### src/rtl/seg7_pkg.sv
// Shared definitions for the two-digit multiplexed 7-segment driver.
// Holds the display phase enum, the blank segment code and the
// hex-to-segment encode table (active-low, bit 6 = g ... bit 0 = a).
package seg7_pkg;

    // Which digit the multiplexed display is currently driving.
    typedef enum logic {
        PH_HI = 1'b0,
        PH_LO = 1'b1
    } phase_e;

    // All segments off (active-low).
    localparam logic [6:0] BLANK_CODE = 7'h7F;

    // Encode table, entry 15 first so SEG_TABLE[n] is the code for digit n.
    localparam logic [15:0][6:0] SEG_TABLE = {
        7'h0E, 7'h06, 7'h21, 7'h46,   // F E D C
        7'h03, 7'h08, 7'h10, 7'h00,   // B A 9 8
        7'h78, 7'h02, 7'h12, 7'h19,   // 7 6 5 4
        7'h30, 7'h24, 7'h79, 7'h40    // 3 2 1 0
    };

    // Table lookup; every 4-bit input maps to a legal code.
    function automatic logic [6:0] hex_to_seg(input logic [3:0] nibble);
        return SEG_TABLE[nibble];
    endfunction

endpackage

### src/rtl/seg7_encode.sv
// Combinational hex digit to active-low 7-segment code.
// Ports:
//   nibble - 4-bit digit value 0..F
//   seg    - 7-bit active-low segment code (bit 6 = g ... bit 0 = a)
module seg7_encode
    import seg7_pkg::*;
(
    input  logic [3:0] nibble,
    output logic [6:0] seg
);

    assign seg = hex_to_seg(nibble);

endmodule

### src/rtl/seg7_driver.sv
// Two-digit multiplexed 7-segment display driver.
// Alternates between the high and low digit every REFRESH_DIV cycles,
// blanking the first BLANK_CYCLES of each phase to avoid ghosting. New
// values are held in a shadow register and committed only on the
// LO->HI phase change so both digits update together.
// Ports:
//   clk     - clock, rising edge
//   rst     - synchronous active-high reset
//   load    - request to display value
//   value   - [7:4] high digit, [3:0] low digit, sampled when load=1
//   segval  - registered active-low segment code
//   segsel  - registered digit select, 1 = high digit
//   blank   - registered, 1 while segval is the blank code
//   pending - a loaded value is waiting for commit
module seg7_driver
    import seg7_pkg::*;
#(
    parameter int REFRESH_DIV  = 1024,
    parameter int BLANK_CYCLES = 16
) (
    input  logic       clk,
    input  logic       rst,
    input  logic       load,
    input  logic [7:0] value,
    output logic [6:0] segval,
    output logic       segsel,
    output logic       blank,
    output logic       pending
);

    localparam int CNT_W = (REFRESH_DIV > 1) ? $clog2(REFRESH_DIV) : 1;
    localparam logic [CNT_W-1:0] CNT_LAST  = CNT_W'(REFRESH_DIV - 1);
    localparam logic [CNT_W-1:0] BLANK_END = CNT_W'(BLANK_CYCLES);

    phase_e           phase_q, phase_d;
    logic [CNT_W-1:0] cnt_q, cnt_d;
    logic [7:0]       disp_q, disp_d;
    logic [7:0]       shadow_q, shadow_d;
    logic             pending_q, pending_d;
    logic [6:0]       segval_q, segval_d;
    logic             segsel_q, segsel_d;
    logic             blank_q, blank_d;

    logic             cnt_last_s;
    logic             commit_s;
    logic [3:0]       nibble_s;
    logic [6:0]       enc_seg_s;

    seg7_encode u_encode (
        .nibble (nibble_s),
        .seg    (enc_seg_s)
    );

    // Next-state logic for phase, counter, commit path and output codes.
    always_comb begin
        cnt_last_s = (cnt_q == CNT_LAST);
        commit_s   = cnt_last_s && (phase_q == PH_LO);

        if (cnt_last_s) begin
            cnt_d   = {CNT_W{1'b0}};
            phase_d = (phase_q == PH_HI) ? PH_LO : PH_HI;
        end else begin
            cnt_d   = cnt_q + CNT_W'(1);
            phase_d = phase_q;
        end

        shadow_d = load ? value : shadow_q;

        // On the commit edge an incoming load bypasses the shadow.
        if (commit_s) begin
            if (load) begin
                disp_d = value;
            end else if (pending_q) begin
                disp_d = shadow_q;
            end else begin
                disp_d = disp_q;
            end
            pending_d = 1'b0;
        end else begin
            disp_d    = disp_q;
            pending_d = pending_q | load;
        end

        nibble_s = (phase_q == PH_HI) ? disp_q[7:4] : disp_q[3:0];
        segsel_d = (phase_q == PH_HI);
        blank_d  = (cnt_q < BLANK_END);
        segval_d = blank_d ? BLANK_CODE : enc_seg_s;
    end

    // State and output registers with synchronous reset.
    always_ff @(posedge clk) begin
        if (rst) begin
            phase_q   <= PH_HI;
            cnt_q     <= {CNT_W{1'b0}};
            disp_q    <= 8'h00;
            shadow_q  <= 8'h00;
            pending_q <= 1'b0;
            segval_q  <= BLANK_CODE;
            segsel_q  <= 1'b1;
            blank_q   <= 1'b1;
        end else begin
            phase_q   <= phase_d;
            cnt_q     <= cnt_d;
            disp_q    <= disp_d;
            shadow_q  <= shadow_d;
            pending_q <= pending_d;
            segval_q  <= segval_d;
            segsel_q  <= segsel_d;
            blank_q   <= blank_d;
        end
    end

    assign segval  = segval_q;
    assign segsel  = segsel_q;
    assign blank   = blank_q;
    assign pending = pending_q;

endmodule

### config.mk
export PLATFORM = sky130hd
export DESIGN_NAME = seg7_driver
export DESIGN_NICKNAME = d
export VERILOG_FILES = /design/src/rtl/seg7_pkg.sv /design/src/rtl/seg7_encode.sv /design/src/rtl/seg7_driver.sv
export SDC_FILE = /design/constraint.sdc
export NUM_CORES = 1
export LEC_CHECK = 0
export CAP_MARGIN = 10
export CORE_ASPECT_RATIO = 2
export CORE_MARGIN = 2
export CORE_UTILIZATION = 58
export CTS_CLUSTER_DIAMETER = 80
export DETAILED_ROUTE_END_ITERATION = 10
export PLACE_DENSITY_LB_ADDON = 0.05
export SYNTH_ARGS = -nofsm -noshare
export SYNTH_HDL_FRONTEND = slang
export SYNTH_SLANG_ARGS = --single-unit
### constraint.sdc
create_clock -name clk -period 2.97 [get_ports clk]
set_input_delay 0.594 -clock clk [delete_from_list [all_inputs] [get_ports clk]]
set_output_delay 0.594 -clock clk [all_outputs]
set_load 0.01 [all_outputs]
==> metrics.yaml <==
hold_path:
  hold_path_depth: 1
  whs_endpoint: "cnt_q[0]"
  min_path_type: "reg2reg"
  holdCritStartpoint: "cnt_q[0]"
critical_path:
  crit_buf_inv: 1
  rrSetupSlack_ns: 0.64
  reg2reg_depth: 5
  worst_path_dominant_cell_family: "multiplexers"
  cell_chain_critical_path: "mux2i_1 -> inv_1 -> ha_1 -> mux4_2 -> nand2b_1"
  worstSetupEndpointType: "register"
  rr_startpoint: "phase_q"
  critPathRequiredTime_ns: 3.13
  critical_path.max_fanout: 11
  crit_arrival_ns: 2.49
  critPathLaunchType: "register"
  slowest_delay_ns: 0.64
  timing_worst_setup_path_type: "reg2reg"
  critical_path.reg2reg.endpoint: "segval[3]"
  critical_path_cell_with_the_highest_stage_delay: "dfxtp_1"
route:
  drt.antenna.violating_nets: 0
  number_of_drc_markers_after_the_initial_detailed_route_iteration: 23
  drt-total-wl_mm: 2.88
  routed_via_density: 5.41
  detail_route.drc_violations: 0
  routed-via-count: 1169
  routedWlPerCell_um: 13.3
  drt-pass1-iter-count: 4
place:
  placed_cells: 208
  port-buffer-count: 20
  dp_worst_setup_slack_ns: 0.641
  placement.cell_area_mm2: 0.00186
  gpl.final_weighted_congestion: 0.795
  dp.final_hpwl_mm: 2.18
power_and_ir_drop:
  worst_ir_drop_vdd_v: 0.000431
  p_sw_uw: 198
  swShare_pct: 21.5
  clock_power_share_pct: 39.2
  static-leakage-power_nw: 0.781
  power_density_mw_per_mm2: 468
  pwr-share-comb_pct: 5.0
  total_power_uw: 918
  p_int_uw: 720
  pwr-share-seq_pct: 55.8
cells_and_area:
  insertedDiodeCount: 0
  post-route-cell-area_mm2: 0.00196
  final_util_pct: 71.7
  fraction_of_layout_cells_with_a_size_suffix_above_1_pct: 13.9
  fillCellCount: 222
  flow.area_growth_from_synthesis_pct: 19.0
  final_net_count: 204
  final_cell_count_no_fill: 216
sta:
  holdWs_ns: 0.489
  maxClockFrequency_mhz: 429
  sum_of_negative_setup_slack_ns: 0
  tightestPinTransition_ns: 0.552
  maxSlewHeadroom_pct: 62.1
  fin_worst_skew_ns: 0.00327
  final_max_slew_viol_count: 0
  grt_setup_unrepaired: "false"
  postLayoutSetupSlackWorst_ns: 0.641
  finalHoldViolCount: 0
  crit_share_post_route_pct: 78.4
  report.final.setup_viol: 0
  final_period_minus_worst_setup_slack_ns: 2.33
global_route:
  via_count_of_the_first_global_routing_pass: 1202
  antenna_found_initial: 0
  global_route_wire_length_before_repair_mm: 4.97
  global_route.overflow_total: 0
  grt_start_max_net_pins: 24
  grt_util_all_layers_pct: 19.9
floorplan:
  start_util_pct: 60.2
  die_outline_height_um: 79.4
  floorplan.io_pins: 21
  design.die.area_mm2: 0.00331
  core-area_mm2: 0.00274
  die_width_um: 41.7
  fp-row-count: 27
clock_tree:
  clk_root_buffer_cell: "clkbuf_8"
  number_of_buffers_inserted_to_repair_setup_after_cts: 0
  htree_num_levels: 2
  cts_inserted_buffers: 5
  cts_num_sinks: 37
  cts-hold-fix-buffers: 0
  post_cts.resized_instances: 0
  cts.path.max_buffers: 2
  worst_skew_pair.late_latency_ns: 0.28
  tritoncts_clock_tree: "built"
  clock_transition_at_the_registers_of_the_reported_paths_ns: 0.07
synth:
  post_syn_instances: 162
  yosys_register_bits: 37
  number_of_library_cell_types_mapped_by_synthesis: 35
  synth_area_per_cell_um2: 10.2
  synth_fp_nets: 180
  ys_seq_area_share_pct: 45.0
  yosysWarnings: 0
  netlist_area_mm2: 0.00165
status:
  outcome: "finished clean"
run:
  max_cap_viol_count: 0
-- cell type report --
cell class	count	area [µm²]	share of cell area (%)
multi-input cells	111	835	42.6
flip-flops and latches	37	741	37.8
repair buffers	23	223	11.4
clock buffers	6	82.6	4.21
well taps	29	36.3	1.85
inverters	8	30.0	1.53
clock inverters	2	13.8	0.702
-- flip-flops by register name (all words and copies together), names as in the netlist --
name,count
blank,1
phase_q,1
segval,7
cnt_q,10
pending,1
disp_q,8
shadow_q,8
segsel,1
-- kinds of logic after synthesis --
logic type | share of synthesized area (%)
xor+xnor | 5.85
compound gates | 4.40
flops | 45.0
buf+inv | 4.40
simple gates | 18.8
mux | 16.3
fa+ha+maj | 5.31
-- routing by layer --
layer  part of all wire [%]  vias to the layer above  track usage, %
li1                       -                      589               -
met1                     38                      544            19.1
met2                     55                       27            35.3
met3                    3.4                        9            5.20
met4                    3.8                        0            14.5
met5                      0                        -               0
-- cell usage in the layout, fill, tap and decap left out, types with 2 or more instances in the layout --
master            n
mux2_2            9
nand3_1           7
nand2_1           6
clkbuf_8          6
nor3_1            2
nand2b_1          3
buf_4             3
o311ai_0          2
dfxtp_1          37
o221ai_1          2
mux2i_1          13
ha_1              7
clkdlybuf4s50_1  20
nor2b_1           7
inv_1             8
nor2_1           26
xnor2_1          10
-- worst max path at each step --
stage,start,end,slack (ns),depth (start not counted)
2_1_floorplan,phase_q,segval[3],1.03,6
6_report,phase_q,segval[3],0.64,5
4_1_cts,phase_q,segval[3],0.61,5
3_3_place_gp,phase_q,segval[3],0.70,5
3_5_place_dp,phase_q,segval[3],0.64,5
5_1_grt,phase_q,segval[3],0.39,5
-- Yosys cell counts --
cell type  count  area, µm²
mux2i_1       13        130
nand2b_1       3       18.8
o22ai_1        1       6.26
a31oi_1        1       6.26
a211oi_1       1       7.51
clkbuf_1       2       7.51
o221ai_1       2       17.5
nor3_4         1       16.3
a21oi_1        1       5.00
nand3_1        7       35.0
buf_4          1       7.51
nand4_1        1       6.26
xor2_1         1       8.76
nor2b_1        7       43.8
xnor2_1       10       87.6
nand2_1        6       22.5
ha_1           7       87.6
or2_2          1       6.26
buf_6          2       22.5
mux2_4         1       15.0
nor3_1         2       10.0
nor4_1         1       6.26
nand2_4        1       11.3
o311ai_0       2       17.5
nor2_1        26       97.6
nand3_4        1       17.5
dfxtp_1       37        741
and4b_1        1       10.0
mux2_2         9        101
buf_2          1       5.00
nor3b_1        1       7.51
o211ai_1       1       7.51
mux4_2         1       22.5
o21ai_0        1       5.00
inv_1          8       30.0
-- power groups by stage --
stage               clock network (mW)  registers, mW  logic (mW)
finish                           0.359          0.513      0.0458
CTS                              0.375          0.512      0.0464
global placement                     0          0.523      0.0446
detailed placement                   0          0.524      0.0461
floorplan                            0          0.523      0.0261
global route                     0.391          0.514      0.0501
Note: power is estimated with default switching activity, not from simulation.
==> edit (same settings) <==
Set the parameter `BLANK_CYCLES` to 12 (it was 16).
--- a/src/rtl/seg7_driver.sv
+++ b/src/rtl/seg7_driver.sv
@@ -18,3 +18,3 @@
     parameter int REFRESH_DIV  = 1024,
-    parameter int BLANK_CYCLES = 16
+    parameter int BLANK_CYCLES = 12
 ) (
Behaviour: no difference found for any inputs over 10 cycles, from zero or initial values and one cycle with rst high; that may be too few to reach the edited logic, so the function may still have changed.
==> edit against the original RTL <==
  * Synthesized area decreased by 0.46%
  * Routed wire length increased by 12%
  * Setup slack got worse by 0.091 ns
  * Design area increased by 1.1%
  * First-iteration DRC count decreased by 61%
  * Via count increased by 8.9%
  * Global-route usage increased by 2.1 points
  * Total power increased by 13%
  * Clock skew increased by 0.0021 ns
  * Sequential cell count unchanged
  * Largest cell class unchanged
==> edit: results (changes against the original RTL) <==
Run status
  • Status: finished clean

Yosys
  • Synth cell count leaders: dfxtp_1, nor2_1, nand2_1, mux2i_1, nand2b_1
  • Synth Instances: 172 (+6.2%)
  • Post-synth net total: 190 (+5.6%)
  • Yosys warnings: 0 (unchanged)
  • Area contributors post-synth: dfxtp_1, mux2i_1, ha_1
  • Post-synth cell types: 40 (+14%)
  • Post-synth top flop: dfxtp_1
  • Sequential share of the synthesized area: 45.16% (+0.21 points)

Timing
  • Worst hold slack: 0.4640 ns (-0.02497 ns)
  • Clock skew: 0.005366 ns (+0.002098 ns)
  • Slew @ Worst Pin: 0.7608 ns (+0.2089 ns)
  • Setup-failing EPs final: 0 (unchanged)

Worst setup path
  • WP data arrival: 2.60 ns (+0.11 ns)
  • Worst Reg-to-Reg Cells: 5 (unchanged)
  • Worst path slowest cell: dfxtp_1
  • Flop2flop setup slack: 0.55 ns (-0.09 ns)
  • Reg2reg start: phase_q
  • Slowest cell delay on critical path: 0.59 ns (-0.05 ns)
  • Crit-path max FO: 11 (unchanged)
  • Reg2Reg Capture Point: segval[3]

Placement
  • Placement-stage cell area: 1867 µm² (+0.13%)
  • Port buffer count: 20 (unchanged)
  • Placed insts: 217 (+4.3%)
  • HPWL after DPL: 2295 µm (+5.1%)
  • Place WS: 0.5904 ns (-0.05105 ns)
  • GPL Wtd Cong: 0.9355 (+18%)

Clocking
  • Worst skew pair latency: 0.29 ns
  • Post-CTS setup buffer count: 0 (unchanged)
  • CTS resizes: 0 (unchanged)
  • CTS root buf: clkbuf_8
  • CTS Buffer Depth: 2 (unchanged)
  • Total CTS buffers: 5 (unchanged)

Drt
  • Starting DRT DRC Count: 9 (-61%)
  • Initial DRT Pass Iterations: 5 (+1)
  • Avg WL per Cell: 14.25 µm (+7.1%)
  • Final WL: 3207 µm (+12%)
  • DR vias: 1,273 (+8.9%)

Min path
  • Hold path start: cnt_q[0]
  • Worst hold stages: 1 (unchanged)
  • Worst hold path class: reg2reg

Pwr
  • NetSw: 212.5 µW (+7.5%)
  • Peak supply drop: 432.9 µV (+0.49%)
  • LEAKAGE: 0.7654 nW (-1.9%)

Global route
  • Largest net degree at the start of global routing: 27 (+13%)
  • First-pass GRT wire length: 5540 µm (+11%)
  • Initial antenna violation count: 0 (unchanged)
  • Overall Global Routing Usage: 22.01% (+2.1 points)

Finish
  • Number of fillers in the final layout: 213 (-4.1%)
  • Fraction of layout cells with a size suffix above 1: 10.20% (-3.7 points)
  • P&R area growth vs syn: 20.90%
  • # diodes: 0 (unchanged)
  • Final nets: 213 (+4.4%)
  • Biggest registers after layout: cnt_q (10), disp_q (8), shadow_q (8)
==> edit: area by class of cell <==
| type | instances | area share (%) |
|---|---|---|
| Clock buffer | 7 | 4.353 |
| Timing Repair Buffer | 23 | 11.23 |
| Clock inverter | 1 | 1.514 |
| Inverter | 9 | 1.703 |
| Multi-Input combinational cell | 119 | 42.02 |
| Tap cell | 29 | 1.830 |
| Sequential cell | 37 | 37.35 |
==> edit: metal layers <==
layer | wire length, µm | vias up | global-route usage (%) | part of all wire (%)
met5 | 0 | - | 0 | 0
met4 | 109 | 0 | 15.48 | 3.4
met3 | 97 | 11 | 5.227 | 3.0
met2 | 1771 | 29 | 38.44 | 55
met1 | 1228 | 598 | 22.17 | 38
li1 | - | 635 | - | -
==> edit: power by group through the flow <==
| stage | registers (mW) | clock network [mW] | logic [mW] |
|---|---|---|---|
| floorplan | 0.535 | 0 | 0.0336 |
| global placement | 0.534 | 0 | 0.0684 |
| detailed placement | 0.535 | 0 | 0.0699 |
| CTS | 0.524 | 0.454 | 0.0704 |
| global route | 0.525 | 0.475 | 0.0757 |
| finish | 0.523 | 0.446 | 0.0691 |
==> edit: critical path, delay by kind of cell (launching register included) <==
family        cells  cell delay, ns
mux               2            1.01
flops             1            0.59
simple gates      1            0.31
fa+ha+maj         1            0.27
buf+inv           1            0.14
==> edit: worst max path at each step <==
stage,start,endpoint,slack (ns)
after floorplan,phase_q,segval[3],0.82
after global placement,phase_q,segval[3],0.68
after detailed placement,phase_q,segval[3],0.59
after CTS,phase_q,segval[3],0.58
after global routing,phase_q,segval[3],0.36
final,phase_q,segval[3],0.55
==> edit: cell families (layout without fill, tap and decap cells) <==
kind of cell | count (synthesis) | in the layout | share of synthesized area, %
AO/OA/AOI/OAI | 21 | 21 | 8.620
XOR/XNOR | 9 | 9 | 4.805
adder cells (fa/ha/maj) | 7 | 7 | 5.339
buffers and inverters | 16 | 40 | 4.043
flip-flops | 37 | 37 | 45.16
multiplexers | 16 | 16 | 10.91
AND/OR/NAND/NOR | 66 | 66 | 21.13
